==> config.mk <==
export PLATFORM = sky130hd
export DESIGN_NAME = request_queue
export DESIGN_NICKNAME = d
export VERILOG_FILES = /design/src/rtl/request_queue.sv
export SDC_FILE = /design/constraint.sdc
export NUM_CORES = 1
export LEC_CHECK = 0
export CAP_MARGIN = 20
export CORE_MARGIN = 4
export CORE_UTILIZATION = 30
export DETAILED_ROUTE_END_ITERATION = 10
export PLACE_DENSITY_LB_ADDON = 0.3
export SYNTH_ARGS = -nofsm -noshare
export SYNTH_HDL_FRONTEND = slang
export SYNTH_SLANG_ARGS = --single-unit
==> constraint.sdc <==
create_clock -name clk -period 5.3 [get_ports clk]
set_clock_uncertainty 0.05 [all_clocks]
set_input_delay 1.325 -clock clk [delete_from_list [all_inputs] [get_ports clk]]
set_output_delay 1.325 -clock clk [all_outputs]
set_load 0.1 [all_outputs]
==> src/rtl/request_queue.sv <==
// In-order request queue between the trace parser and the DRAM scheduler.
// First-word-fall-through head port with per-entry saturating age counters.
module request_queue #(
  parameter int ADDRESS_WIDTH = 32,
  parameter int DEPTH         = 16,
  parameter int AGE_WIDTH     = 8
) (
  input  logic                       clk,
  input  logic                       rst_n,
  input  logic                       op_ready_s,
  input  logic [1:0]                 opcode,
  input  logic [ADDRESS_WIDTH-1:0]   address,
  output logic                       q_full,
  input  logic                       deq_req,
  output logic                       head_valid,
  output logic [1:0]                 head_opcode,
  output logic [ADDRESS_WIDTH-1:0]   head_address,
  output logic [AGE_WIDTH-1:0]       head_age,
  output logic [$clog2(DEPTH):0]     occupancy,
  output logic                       drop_err,
  output logic                       illegal_err
);

  localparam int PW = $clog2(DEPTH);
  localparam int CW = PW + 1;
  localparam logic [1:0] OP_ILLEGAL = 2'd3;

  typedef enum logic [1:0] {
    Q_EMPTY,
    Q_PARTIAL,
    Q_FULL
  } q_state_t;

  q_state_t               q_state;
  logic [PW-1:0]          wp, rp;
  logic [CW-1:0]          cnt;
  logic [1:0]             op_mem   [DEPTH];
  logic [ADDRESS_WIDTH-1:0] addr_mem [DEPTH];
  logic [AGE_WIDTH-1:0]   age_mem  [DEPTH];
  logic [DEPTH-1:0]       entry_valid;
  logic                   empty, full, legal, enq, deq;

  always_comb begin
    q_state = Q_PARTIAL;
    if (cnt == '0)
      q_state = Q_EMPTY;
    else if (cnt == CW'(DEPTH))
      q_state = Q_FULL;
  end

  assign empty = (q_state == Q_EMPTY);
  assign full  = (q_state == Q_FULL);
  assign legal = (opcode != OP_ILLEGAL);
  assign deq   = deq_req & ~empty;
  assign enq   = op_ready_s & legal & (~full | deq);

  // An entry is live when its distance from rp (mod DEPTH) is below cnt.
  always_comb begin
    entry_valid = '0;
    for (int unsigned i = 0; i < DEPTH; i++)
      entry_valid[i] = ({1'b0, PW'(PW'(i) - rp)} < cnt);
  end

  always_ff @(posedge clk or negedge rst_n) begin
    if (!rst_n) begin
      wp          <= '0;
      rp          <= '0;
      cnt         <= '0;
      drop_err    <= 1'b0;
      illegal_err <= 1'b0;
    end else begin
      if (enq) wp <= wp + 1'b1;
      if (deq) rp <= rp + 1'b1;
      case ({enq, deq})
        2'b10:   cnt <= cnt + 1'b1;
        2'b01:   cnt <= cnt - 1'b1;
        default: cnt <= cnt;
      endcase
      drop_err    <= op_ready_s & legal & full & ~deq_req;
      illegal_err <= op_ready_s & ~legal;
    end
  end

  always_ff @(posedge clk) begin
    if (enq) begin
      op_mem[wp]   <= opcode;
      addr_mem[wp] <= address;
    end
  end

  always_ff @(posedge clk or negedge rst_n) begin
    if (!rst_n) begin
      for (int unsigned i = 0; i < DEPTH; i++)
        age_mem[i] <= '0;
    end else begin
      for (int unsigned i = 0; i < DEPTH; i++) begin
        if (enq && (PW'(i) == wp))
          age_mem[i] <= '0;
        else if (entry_valid[i] && (age_mem[i] != '1))
          age_mem[i] <= age_mem[i] + 1'b1;
      end
    end
  end

  assign q_full       = full;
  assign occupancy    = cnt;
  assign head_valid   = ~empty;
  assign head_opcode  = empty ? '0 : op_mem[rp];
  assign head_address = empty ? '0 : addr_mem[rp];
  assign head_age     = empty ? '0 : age_mem[rp];

endmodule

==> results.toml <==
[placement]
io_buffers = 88
dp_slack_ps = 985
dpl.cell_count = 3165
gp_congestion = 0.821
hpwl_um = 48200

[timing]
relSlewSlack = 0.252
fmax_ghz = 0.209
post-route-period-util = 0.901
final.min_clock_period_ps = 4770
slew_violations = 0
hold_viol_final = 0
tightest_slew_ps = 1120
rsz0062_at_grt = "no"
fin_ws_ps = 526
setup_violations = 0

[clock_network]
numCtsBuffers = 74
clk_path_buf_depth = 3
cts_tree = "done"
clkLatencyLatePin_ps = 610
cts.sinks = 687
path_clk_slew_ps = 60
cts_hold_buf = 0
htree_levels = 3
ctsResizeCount = 0
root_buffer = "clkbuf_16"
post-cts-setup-buffer-count = 0

[critical_path]
criticalPathCategory = "reg2out"
crit_top_cell = "buf_12"
r2r_cells = 9
crit_chain = "buf_12 -> buf_12 -> mux4_2 -> mux2i_1 -> o22ai_1 -> buf_12"
timing.rr.end = "age_mem[86]"
cpLargestDelayFamily = "flip-flops"
ff2ff_setup_slack_ps = 1380
start_kind = "flip-flop"
cp_data_required_time_ps = 3920
crit_buf_inv = 3
r2r_start = "rp[1]"
end_kind = "output pin"
critPathMaxStageDelay_ps = 1050
cp_slowest_cell = "dfrtp_4"
path_max_fanout = 58
worstPathArrival_ps = 3400

[final_layout]
fillers = 9103
drive_gt1_frac = 0.200
area_growth_syn_to_layout_pct = 19.1
instances_no_fill = 3303
nNetsFinal = 2051
ff_latch_area_um2 = 19900
multiInputGateArea_um2 = 9590

[global_routing]
grt_pass1_wl_um = 116000
grt_max_degree = 59
grt_overflow = 0
grt_antenna_before_repair = 2
grt_pass1_vias = 17886
grt_usage = 0.144

[logic_synthesis]
synth.top_cell.area_share = 0.544
synth_seq_area_share = 0.663
synth_xor_area_frac = 0.0190
synth_area_leader_cell = "edfxtp_1"
syn_area_per_cell_um2 = 16.5
ys.flop_type = "edfxtp_1"
yosys.cell_types.count = 62
syn_nets = 1920
synth_fa_ha_area_frac = 0.0242
synth_top_family_by_area = "multiplexers"
async_flop_share = 0.208
synth-simple-area-share = 0.0587
synth_area_leaders = "edfxtp_1, mux4_2, dfrtp_1"
synth-compound-area-share = 0.0598
synthMuxAreaShare = 0.157
synth_cells = 1824
syn_area_um2 = 30000
synth_seq_cells = 687
netlist_top_cells_count = "edfxtp_1, mux4_2, dfrtp_1"
synth_most_common_cell = "edfxtp_1"
yosys_warnings = 0
synth-edff-count = 544

[routing]
wl_um = 76800
vias = 17344
drtPass1Iterations = 5
ant_nets = 0
wl_per_cell_um = 23.2
drt_iter0_drc = 1409
routed_via_density = 5.25
drc_errors = 0

[min_path]
min-delay-start = "age_mem[113]"
min_to = "age_mem[113]"
hold_depth = 2
hold_class = "reg2reg"

[floorplanning]
core.rowCount = 115
core-area_um2 = 98900
die_y_um = 324
initial_utilization = 0.304
die_w_um = 324
die_area_um2 = 105000
ios = 89

[run_status]
outcome = "complete, no violations"

[flow_run]
max_cap_violations = 0
-- registers in the layout, indices dropped and copies added, names as in the netlist --
| name | count |
|---|---|
| addr_mem | 512 |
| age_mem | 128 |
| op_mem | 32 |
| occupancy | 5 |
| rp | 4 |
| wp | 4 |
| drop_err | 1 |
| illegal_err | 1 |
-- tightest hold or removal path, cell delays in order (launching register included) --
cell and delay (ps):
dfrtp_1 400, nand2_1 80, a21oi_1 60
-- logic make-up after synthesis --
kind of cell	count (synthesis)
muxes	261
DFF	687
AOI/OAI and AO/OA	281
xor gates and xnor gates	65
and+or+nand+nor	333
adders and majority gates	58
buffers and inverters	139
-- area by class of cell --
| type | count | area share |
|---|---|---|
| Sequential cell | 687 | 0.557 |
| Multi-Input combinational cell | 998 | 0.268 |
| Clock buffer | 97 | 0.0562 |
| Timing Repair Buffer | 138 | 0.0549 |
| Tap cell | 1287 | 0.0451 |
| Clock inverter | 38 | 0.0122 |
| Inverter | 56 | 0.00602 |
| Antenna cell | 2 | 0.000140 |
-- worst max path at each step --
| stage | from | end | slack [ps] | cells after the start |
|---|---|---|---|---|
| after floorplan | occupancy[4] | head_address[10] | -360 | 7 |
| after global placement | opcode[0] | occupancy[4] | 1030 | 12 |
| after detailed placement | opcode[0] | addr_mem[10][5] | 980 | 6 |
| after CTS | rp[1] | head_address[8] | 480 | 6 |
| after global routing | rp[1] | head_address[8] | 390 | 6 |
| final | rp[1] | head_address[8] | 530 | 6 |
-- cell usage in the layout (no fill, tap or decap), types with 8 or more instances in the layout --
cell,n
clkinv_2,8
buf_12,65
clkdlybuf4s50_1,44
o22ai_1,42
buf_4,27
a21oi_1,83
o211ai_1,8
o31ai_1,19
clkinv_1,13
nor2_1,66
clkbuf_1,17
o21ai_0,39
a211oi_1,25
or3_1,28
bufinv_16,8
dfrtp_1,141
mux4_2,168
clkbuf_16,75
xor2_1,17
o2bb2ai_1,11
nand3_1,45
nand4_1,27
or4_1,24
edfxtp_1,544
xnor2_1,48
mux2i_1,91
nor2b_1,21
and3_1,11
a21o_1,17
nand2_1,74
ha_1,58
inv_1,47
-- metal layers --
layer / vias up / track usage / share of wire
met2: 490 / 0.233 / 0.48
met5: - / 0 / 0
met1: 9177 / 0.202 / 0.45
li1: 7581 / - / -
met4: 0 / 0.0355 / 0.017
met3: 96 / 0.0249 / 0.048
-- through the flow --
stage | cell area (µm²) | TNS, ps | utilization | hold slack, ps
finish | 35700 | 0 | 0.362 | 538
global route | 35700 | 0 | 0.362 | 562
CTS | 35700 | 0 | 0.361 | 536
detailed placement | 33300 | 0 | 0.337 | 527
global placement | 33300 | 0 | 0.337 | 511
floorplan | 30000 | -14860 | - | 468
Power is left out: the tool's default activity adds up to more than one toggle a clock period on the data nets, which glitch-free logic cannot reach.
